**config.mk**
```make
export PLATFORM = sky130hd
export DESIGN_NAME = uart_rx_param
export DESIGN_NICKNAME = d
export VERILOG_FILES = /design/src/rtl/uart_pkg.sv /design/src/rtl/uart_rx_fifo.sv /design/src/rtl/uart_rx_param.sv
export SDC_FILE = /design/constraint.sdc
export NUM_CORES = 1
export LEC_CHECK = 0
export CELL_PAD_IN_SITES_DETAIL_PLACEMENT = 1
export CELL_PAD_IN_SITES_GLOBAL_PLACEMENT = 2
export CORE_ASPECT_RATIO = 0.7
export CORE_MARGIN = 2
export CORE_UTILIZATION = 36
export CTS_CLUSTER_SIZE = 20
export DETAILED_ROUTE_END_ITERATION = 8
export PLACE_DENSITY = 0.74
export SLEW_MARGIN = 5
export SYNTH_ARGS = -nofsm -noshare
export SYNTH_HDL_FRONTEND = slang
export SYNTH_SLANG_ARGS = --single-unit
```
**constraint.sdc**
```tcl
create_clock -name clk -period 2.79 [get_ports clk]
set_clock_uncertainty 0.2 [all_clocks]
set_input_delay 0.558 -clock clk [delete_from_list [all_inputs] [get_ports clk]]
set_output_delay 0.558 -clock clk [all_outputs]
set_load 0.02 [all_outputs]
```
**src/rtl/uart_pkg.sv**
```systemverilog
// Shared types and helpers for the UART receive path.
package uart_pkg;

  typedef enum logic [1:0] {
    ParNone = 2'd0,
    ParOdd  = 2'd1,
    ParEven = 2'd2
  } parity_e;

  typedef enum logic [2:0] {
    StIdle,
    StStart,
    StData,
    StParity,
    StStop,
    StWaitHigh
  } rx_state_e;

  // Widest supported payload; narrower configurations zero-extend into this.
  localparam int unsigned MaxDataBits = 9;

  typedef struct packed {
    logic                   parity_err;
    logic                   frame_err;
    logic [MaxDataBits-1:0] data;
  } rx_entry_t;

  function automatic logic majority3(input logic a, input logic b, input logic c);
    return (a & b) | (a & c) | (b & c);
  endfunction

endpackage

```
**src/rtl/uart_rx_fifo.sv**
```systemverilog
// Show-ahead synchronous FIFO. A push into a full FIFO is accepted only when a pop
// frees a slot in the same cycle; otherwise it is dropped and flagged on 'drop'.
module uart_rx_fifo #(
  parameter int unsigned WIDTH = 10,
  parameter int unsigned DEPTH = 8
) (
  input  logic                     clk,
  input  logic                     rst,
  input  logic                     push,
  input  logic [WIDTH-1:0]         wdata,
  input  logic                     pop,
  output logic [WIDTH-1:0]         rdata,
  output logic                     full,
  output logic                     empty,
  output logic [$clog2(DEPTH):0]   count,
  output logic                     drop
);

  localparam int unsigned AW = $clog2(DEPTH);
  localparam logic [AW:0] CntFull = (AW+1)'(DEPTH);

  if ((DEPTH < 2) || ((DEPTH & (DEPTH - 1)) != 0)) begin : g_depth_chk
    $error("uart_rx_fifo: DEPTH must be a power of two >= 2");
  end

  logic [WIDTH-1:0] mem_q [DEPTH];
  logic [AW-1:0]    wr_ptr_q, rd_ptr_q;
  logic [AW:0]      count_q;
  logic             do_push, do_pop;

  assign empty = (count_q == '0);
  assign full  = (count_q == CntFull);
  assign count = count_q;
  // Head is forced to zero while empty so stale or unwritten storage never leaks out.
  assign rdata = empty ? '0 : mem_q[rd_ptr_q];

  // Qualify requests: pop needs data, push needs room or a simultaneous pop.
  always_comb begin
    do_pop  = pop && !empty;
    do_push = push && (!full || do_pop);
    drop    = push && !do_push;
  end

  // Pointer and occupancy update; pointers wrap naturally at DEPTH.
  always_ff @(posedge clk or posedge rst) begin
    if (rst) begin
      wr_ptr_q <= '0;
      rd_ptr_q <= '0;
      count_q  <= '0;
    end else begin
      if (do_push) wr_ptr_q <= wr_ptr_q + AW'(1);
      if (do_pop)  rd_ptr_q <= rd_ptr_q + AW'(1);
      unique case ({do_push, do_pop})
        2'b10:   count_q <= count_q + (AW+1)'(1);
        2'b01:   count_q <= count_q - (AW+1)'(1);
        default: count_q <= count_q;
      endcase
    end
  end

  // Storage write; contents need no reset because the head is gated by 'empty'.
  always_ff @(posedge clk) begin
    if (do_push) mem_q[wr_ptr_q] <= wdata;
  end

endmodule

```
**src/rtl/uart_rx_param.sv**
```systemverilog
// Parametrised oversampling UART receiver with majority voting, error flags and
// a small receive FIFO behind a valid/ready handshake.
module uart_rx_param
  import uart_pkg::*;
#(
  parameter int unsigned CLK_HZ     = 100000000,
  parameter int unsigned BAUD       = 115200,
  parameter int unsigned OVERSAMPLE = 16,
  parameter int unsigned DATA_BITS  = 8,
  parameter int unsigned PARITY     = 0,
  parameter int unsigned STOP_BITS  = 1,
  parameter int unsigned FIFO_DEPTH = 8
) (
  input  logic                          clk,
  input  logic                          rst,
  input  logic                          uartrx,
  output logic [DATA_BITS-1:0]          rx_data,
  output logic                          rx_frame_err,
  output logic                          rx_parity_err,
  output logic                          rx_valid,
  input  logic                          rx_ready,
  output logic [$clog2(FIFO_DEPTH):0]   rx_count,
  output logic                          overrun,
  output logic                          break_det
);

  localparam int unsigned Div  = CLK_HZ / (BAUD * OVERSAMPLE);
  localparam int unsigned CntW = (Div > 2) ? $clog2(Div) : 1;
  localparam int unsigned ScW  = $clog2(OVERSAMPLE);
  localparam int unsigned IdxW = $clog2(DATA_BITS);

  localparam logic [CntW-1:0] CntLast = CntW'(Div - 1);
  localparam logic [ScW-1:0]  ScLo    = ScW'(OVERSAMPLE / 2 - 1);
  localparam logic [ScW-1:0]  ScMid   = ScW'(OVERSAMPLE / 2);
  localparam logic [ScW-1:0]  ScHi    = ScW'(OVERSAMPLE / 2 + 1);
  localparam logic [ScW-1:0]  ScLast  = ScW'(OVERSAMPLE - 1);
  localparam logic [IdxW-1:0] IdxLast = IdxW'(DATA_BITS - 1);
  localparam logic            StopLast = 1'(STOP_BITS - 1);
  localparam parity_e         ParMode  = parity_e'(PARITY[1:0]);

  if (Div < 2) begin : g_div_chk
    $error("uart_rx_param: CLK_HZ/(BAUD*OVERSAMPLE) must be at least 2");
  end
  if ((OVERSAMPLE < 8) || (OVERSAMPLE > 32) || (OVERSAMPLE % 2 != 0)) begin : g_os_chk
    $error("uart_rx_param: OVERSAMPLE must be even and within 8..32");
  end
  if ((DATA_BITS < 5) || (DATA_BITS > MaxDataBits)) begin : g_db_chk
    $error("uart_rx_param: DATA_BITS must be within 5..9");
  end
  if (PARITY > 2) begin : g_par_chk
    $error("uart_rx_param: PARITY must be 0, 1 or 2");
  end
  if ((STOP_BITS < 1) || (STOP_BITS > 2)) begin : g_stop_chk
    $error("uart_rx_param: STOP_BITS must be 1 or 2");
  end

  // Synchroniser and edge history
  logic sync1_q, s, s_prev_q;

  // Bit timing
  logic [CntW-1:0] div_cnt_q;
  logic            tick, mid, wrap, m, start_det;

  // Frame state
  rx_state_e          state_q, state_d;
  logic [ScW-1:0]     sc_q, sc_d;
  logic [IdxW-1:0]    idx_q, idx_d;
  logic [DATA_BITS-1:0] data_q, data_d;
  logic               par_err_q, par_err_d;
  logic               frame_err_q, frame_err_d;
  logic               par_bit_q, par_bit_d;
  logic               stop_idx_q, stop_idx_d;
  logic               samp_lo_q, samp_lo_d;
  logic               samp_mid_q, samp_mid_d;
  logic               done_q, done_d;
  logic               break_q, break_d;

  // FIFO plumbing
  logic [DATA_BITS+1:0] fifo_wdata, fifo_rdata;
  logic                 fifo_empty, fifo_full;

  // Two-flop synchroniser plus previous-sample register; all idle high out of reset.
  always_ff @(posedge clk or posedge rst) begin
    if (rst) begin
      sync1_q  <= 1'b1;
      s        <= 1'b1;
      s_prev_q <= 1'b1;
    end else begin
      sync1_q  <= uartrx;
      s        <= sync1_q;
      s_prev_q <= s;
    end
  end

  assign start_det = (state_q == StIdle) && !s && s_prev_q;
  assign tick      = (div_cnt_q == CntLast);
  assign mid       = tick && (sc_q == ScHi);
  assign wrap      = tick && (sc_q == ScLast);
  // Third vote is taken live on the mid tick itself.
  assign m         = majority3(samp_lo_q, samp_mid_q, s);

  // Oversample tick divider; restarts on the start edge to align sampling to the bit.
  always_ff @(posedge clk or posedge rst) begin
    if (rst) begin
      div_cnt_q <= '0;
    end else if (start_det || tick) begin
      div_cnt_q <= '0;
    end else begin
      div_cnt_q <= div_cnt_q + CntW'(1);
    end
  end

  // Receive FSM and datapath registers.
  always_ff @(posedge clk or posedge rst) begin
    if (rst) begin
      state_q     <= StIdle;
      sc_q        <= '0;
      idx_q       <= '0;
      data_q      <= '0;
      par_err_q   <= 1'b0;
      frame_err_q <= 1'b0;
      par_bit_q   <= 1'b0;
      stop_idx_q  <= 1'b0;
      samp_lo_q   <= 1'b1;
      samp_mid_q  <= 1'b1;
      done_q      <= 1'b0;
      break_q     <= 1'b0;
    end else begin
      state_q     <= state_d;
      sc_q        <= sc_d;
      idx_q       <= idx_d;
      data_q      <= data_d;
      par_err_q   <= par_err_d;
      frame_err_q <= frame_err_d;
      par_bit_q   <= par_bit_d;
      stop_idx_q  <= stop_idx_d;
      samp_lo_q   <= samp_lo_d;
      samp_mid_q  <= samp_mid_d;
      done_q      <= done_d;
      break_q     <= break_d;
    end
  end

  // Next-state: sample counting, voting and per-state frame handling.
  always_comb begin
    state_d     = state_q;
    sc_d        = sc_q;
    idx_d       = idx_q;
    data_d      = data_q;
    par_err_d   = par_err_q;
    frame_err_d = frame_err_q;
    par_bit_d   = par_bit_q;
    stop_idx_d  = stop_idx_q;
    samp_lo_d   = samp_lo_q;
    samp_mid_d  = samp_mid_q;
    done_d      = 1'b0;
    break_d     = 1'b0;

    if (tick) begin
      sc_d = (sc_q == ScLast) ? '0 : sc_q + ScW'(1);
      if (sc_q == ScLo)  samp_lo_d  = s;
      if (sc_q == ScMid) samp_mid_d = s;
    end

    unique case (state_q)
      StIdle: begin
        if (start_det) begin
          state_d     = StStart;
          sc_d        = '0;
          data_d      = '0;
          par_err_d   = 1'b0;
          frame_err_d = 1'b0;
          par_bit_d   = 1'b0;
          stop_idx_d  = 1'b0;
        end
      end
      StStart: begin
        if (mid && m) begin
          state_d = StIdle;  // glitch shorter than half a bit
        end else if (wrap) begin
          state_d = StData;
          idx_d   = '0;
        end
      end
      StData: begin
        if (mid) data_d[idx_q] = m;
        if (wrap) begin
          if (idx_q == IdxLast) begin
            state_d = (ParMode != ParNone) ? StParity : StStop;
          end else begin
            idx_d = idx_q + IdxW'(1);
          end
        end
      end
      StParity: begin
        if (mid) begin
          par_bit_d = m;
          par_err_d = ((^data_q) ^ m) != (ParMode == ParOdd);
        end
        if (wrap) state_d = StStop;
      end
      StStop: begin
        if (mid) begin
          frame_err_d = frame_err_q | ~m;
          if (stop_idx_q == StopLast) begin
            // Finish on the mid tick so the next start edge has half a bit of margin.
            done_d  = 1'b1;
            break_d = frame_err_d && (data_q == '0) &&
                      ((ParMode == ParNone) || !par_bit_q);
            state_d = m ? StIdle : StWaitHigh;
          end
        end else if (wrap) begin
          stop_idx_d = 1'b1;
        end
      end
      StWaitHigh: begin
        if (s) state_d = StIdle;
      end
      default: state_d = StIdle;
    endcase
  end

  assign fifo_wdata = {par_err_q, frame_err_q, data_q};

  uart_rx_fifo #(
    .WIDTH (DATA_BITS + 2),
    .DEPTH (FIFO_DEPTH)
  ) u_fifo (
    .clk   (clk),
    .rst   (rst),
    .push  (done_q),
    .wdata (fifo_wdata),
    .pop   (rx_ready),
    .rdata (fifo_rdata),
    .full  (fifo_full),
    .empty (fifo_empty),
    .count (rx_count),
    .drop  (overrun)
  );

  assign {rx_parity_err, rx_frame_err, rx_data} = fifo_rdata;
  assign rx_valid  = !fifo_empty;
  assign break_det = break_q;

endmodule

```
==> qor.csv <==
metric,value,unit
count of placed standard cells including taps,597,
number of register bits inferred by synthesis,124,
ratio of total power to cell area,840,nW/um^2
starting utilization of the core area,37.0,%
Util after Layout,45.6,%
Detailed Route Iter0 Violations,143,
Avg WL per Cell,18.3,microns
number of routed nets with antenna violations,0,
CTS H-tree lvls,4,
number of enable-type register cells in the synthesized netlist,80,
leftover overflow at the end of global routing,0,
combined flip-flop and latch cell area,3510,sq um
number of antenna repair diodes,0,
Boundary Pins,21,
HPWL after detailed placement,7490,microns
total CTS buffers,17,
"Net count, final",445,
share of synthesized flip-flops with an asynchronous set or reset,35.5,%
Chip Width,152,microns
class of the most critical setup path,flop to output pin,
reg-to-reg critical path startpoint,u_fifo.count[3]$_DFFE_PP0P_,
clock transition at the registers of the reported paths,0.06,ns
Ys Warns,0,
Least-Margin Pin Slew,0.558,ns
global-route usage over all layers,16.0,%
share of the clock period used by the worst path,98.5,%
cell row count,37,
buffer type at the clock tree root,clkbuf_16,
nature of the critical path startpoint,flop,
wire length after detailed routing,11600,microns
type of the tightest min-delay check,flop to flop,
power consumption,5.67,mW
Mapped Area,5480,sq um
Static Leakage,2.77,nW
highest clock frequency the design can meet,364,MHz
CTS tree,built,
post-synthesis net count,394,
Max Root-Sink Buffers,2,
M3 GR Usage,4.32,%
Mapped Cells,374,
crit path launch,u_fifo.rd_ptr_q[0]$_DFFE_PP0P_,
most utilized layer in the global route result,met2,
final-layout worst hold slack,0.157,ns
share of the yosys chip area belonging to registers,64.0,%
Post-route DRC,0,
number of global-route vias before repair,3525,
flip-flop cell with the highest count after synthesis,edfxtp_1,
switching part of the total,27.2,%
Hold Crit Start,sync1_q$_DFF_PP1_,
fill cell instance count of the final layout,1483,
clock sink total,124,
Peak VDD IR,0.000446,V
worst max-slew margin expressed relative to the limit,62.3,%
routed vias/inst,5.02,
RD Place Congestion,0.724,
Mapped Avg Cell Area,14.7,sq um
area of the die,16300,sq um
Worst EP arrival,1.99,ns
number of antenna violations at the first check in global routing,0,
shortest clock period the worst path allows after layout,2.75,ns
total of endpoints with negative setup slack in the final report,0,
setup repair after global routing missed its margin,true,
Post-Layout Cell Count,633,
die extent in y,107,microns
CP Data Required Time,2.03,ns
status,finished clean,
number of distinct standard cells referenced by the synthesized netlist,50,
Placeable Area,14800,sq um
met1 Track Usage GR,22.1,%
area occupied by multi-input gates,1860,sq um
part of the total power dissipated in the clock network,42.0,%
Port Buffer Count,20,
relative contribution of combinational cells to total power,18.7,%
final hold violations,0,
Final Max Slew Viols,0,
clk_lat worst skew,0.43,ns
largest net degree at the start of global routing,25,
kind of capture point of the worst setup path,output pin,
number of buffers inserted for hold repair after clock tree synthesis,0,
share of total power in sequential cells,39.3,%
number of iterations in the first detailed-routing pass,4,
Area growth syn-to-layout,23.1,%
maximum fanout count along the critical path,8,
number of max-cap violations,0,
number of vias in the routed layout,3179,
fraction of layout instances using a drive strength above 1,26.3,%
wire length of the first global-routing pass,19000,microns
Global Route met2 Usage,24.4,%
net switching component of the power,1.54,mW
Internal Dissipation,4.13,mW
## critical path, stage by stage (launching register included)
cell     delay (ns)
dfrtp_2        0.40
buf_12         0.14
buf_12         0.14
mux4_2         0.52
mux2i_1        0.15
nor2_1         0.05
buf_4          0.15
## power by group through the flow
stage	combinational, mW	sequential [mW]	clock (mW)
2_1_floorplan	0.625	2.23	0
3_3_place_gp	0.969	2.24	0
3_5_place_dp	0.996	2.25	0
4_1_cts	1.12	2.23	2.43
5_1_grt	1.17	2.26	2.50
6_report	1.06	2.23	2.38
## cells by family after synthesis
| family | after synthesis | share of synthesized area (%) |
|---|---|---|
| flops | 124 | 64.0 |
| simple gates | 109 | 10.9 |
| compound gates | 32 | 3.95 |
| fa+ha+maj | 16 | 3.65 |
| xor+xnor | 18 | 2.87 |
| buf+inv | 34 | 2.46 |
| mux | 41 | 12.2 |
## synthesized netlist by cell type, drive strengths merged, types with 2 or more instances
| cell | n | area share (%) |
|---|---|---|
| xnor2 | 10 | 1.6 |
| a21oi | 8 | 0.73 |
| nand4b | 3 | 0.48 |
| nand2b | 5 | 0.57 |
| nor2 | 38 | 2.7 |
| dfstp | 5 | 2.4 |
| a22o | 3 | 0.48 |
| nor3 | 7 | 0.73 |
| dfrtp | 39 | 18 |
| ha | 16 | 3.7 |
| mux2i | 16 | 2.9 |
| xor2 | 8 | 1.3 |
| edfxtp | 80 | 44 |
| nand3 | 6 | 0.55 |
| and2 | 2 | 0.23 |
| nand4 | 3 | 0.73 |
| nand3b | 4 | 0.55 |
| o21ai | 9 | 0.82 |
| clkbuf | 9 | 0.62 |
| o211ai | 2 | 0.27 |
| nand2 | 26 | 1.8 |
| nor4 | 3 | 0.46 |
| buf | 6 | 0.55 |
| o41ai | 3 | 0.62 |
| nor3b | 4 | 0.82 |
| inv | 19 | 1.3 |
| mux2 | 5 | 1.0 |
| mux4 | 20 | 8.2 |
| a211oi | 3 | 0.41 |
## cell usage in the layout (no fill, tap or decap), types with 4 or more instances in the layout
cell type	instances
xnor2_1	10
dfrtp_2	4
mux2i_1	14
clkdlybuf4s50_1	8
mux4_2	20
inv_6	5
clkbuf_16	17
dfrtp_1	35
buf_12	4
o21ai_1	8
nand3_1	6
nand3b_1	4
nor3_1	6
nand2b_1	5
dfstp_2	5
buf_2	7
bufinv_16	4
buf_4	23
inv_1	18
ha_1	16
edfxtp_1	80
xor2_1	8
nor2_1	35
a21oi_1	8
nand2_1	26
## routing by layer
layer	up-vias	share of wire [%]
met5	-	0
met4	0	1.5
met3	17	3.3
met1	1626	50
li1	1489	-
met2	47	45
## final timing paths
check	endpoint	slack, ns	cells past startpoint
setup / recovery	rx_data[2]	0.04	6
hold / removal	s$_DFF_PP1_	0.16	0
setup reg to reg	u_fifo.count[3]$_DFFE_PP0P_	0.25	9
hold reg to reg	s$_DFF_PP1_	0.16	0
max in group asynchronous	samp_mid_q$_DFFE_PP1P_	1.46	3
min in group asynchronous	sc_q[1]$_DFF_PP0_	0.30	2
## area by class of cell
type | instances | area share [%]
clock buffer | 18 | 6.36
clock inverter | 14 | 3.04
inverter | 19 | 1.06
multi-input combinational | 216 | 27.6
sequential | 124 | 52.1
tap | 195 | 3.62
timing repair buffer | 47 | 6.27
## state kept, by name (all words and copies together), names as in the netlist
name / flops
break_det: 1
data_q: 8
div_cnt_q: 6
done_q: 1
frame_err_q: 1
idx_q: 3
par_err_q: 1
s: 1
s_prev_q: 1
samp_lo_q: 1
samp_mid_q: 1
sc_q: 4
state_q: 3
stop_idx_q: 1
sync1_q: 1
u_fifo.count: 4
u_fifo.mem_q: 80
u_fifo.rd_ptr_q: 3
u_fifo.wr_ptr_q: 3
## what timing repair did
| item | in CTS | in global routing |
|---|---|---|
| setup buffers | 4 | 0 |
| cloned | 1 | 0 |
| pin swaps | 1 | 1 |
| endpoints found under the setup margin | 12 | 7 |
| gates resized for setup | 48 | 8 |
## per-stage QoR
stage / worst slack, ns / TNS [ns] / instance area [sq um]
2_1_floorplan: 0.191 / 0 / 5480
3_3_place_gp: 0.0386 / 0 / 6080
3_5_place_dp: -0.0514 / -0.0727 / 6080
4_1_cts: -0.0514 / -0.0514 / 6760
5_1_grt: -0.0639 / -0.150 / 6750
6_report: 0.0412 / 0 / 6750
Note: power is estimated with default switching activity, not from simulation.
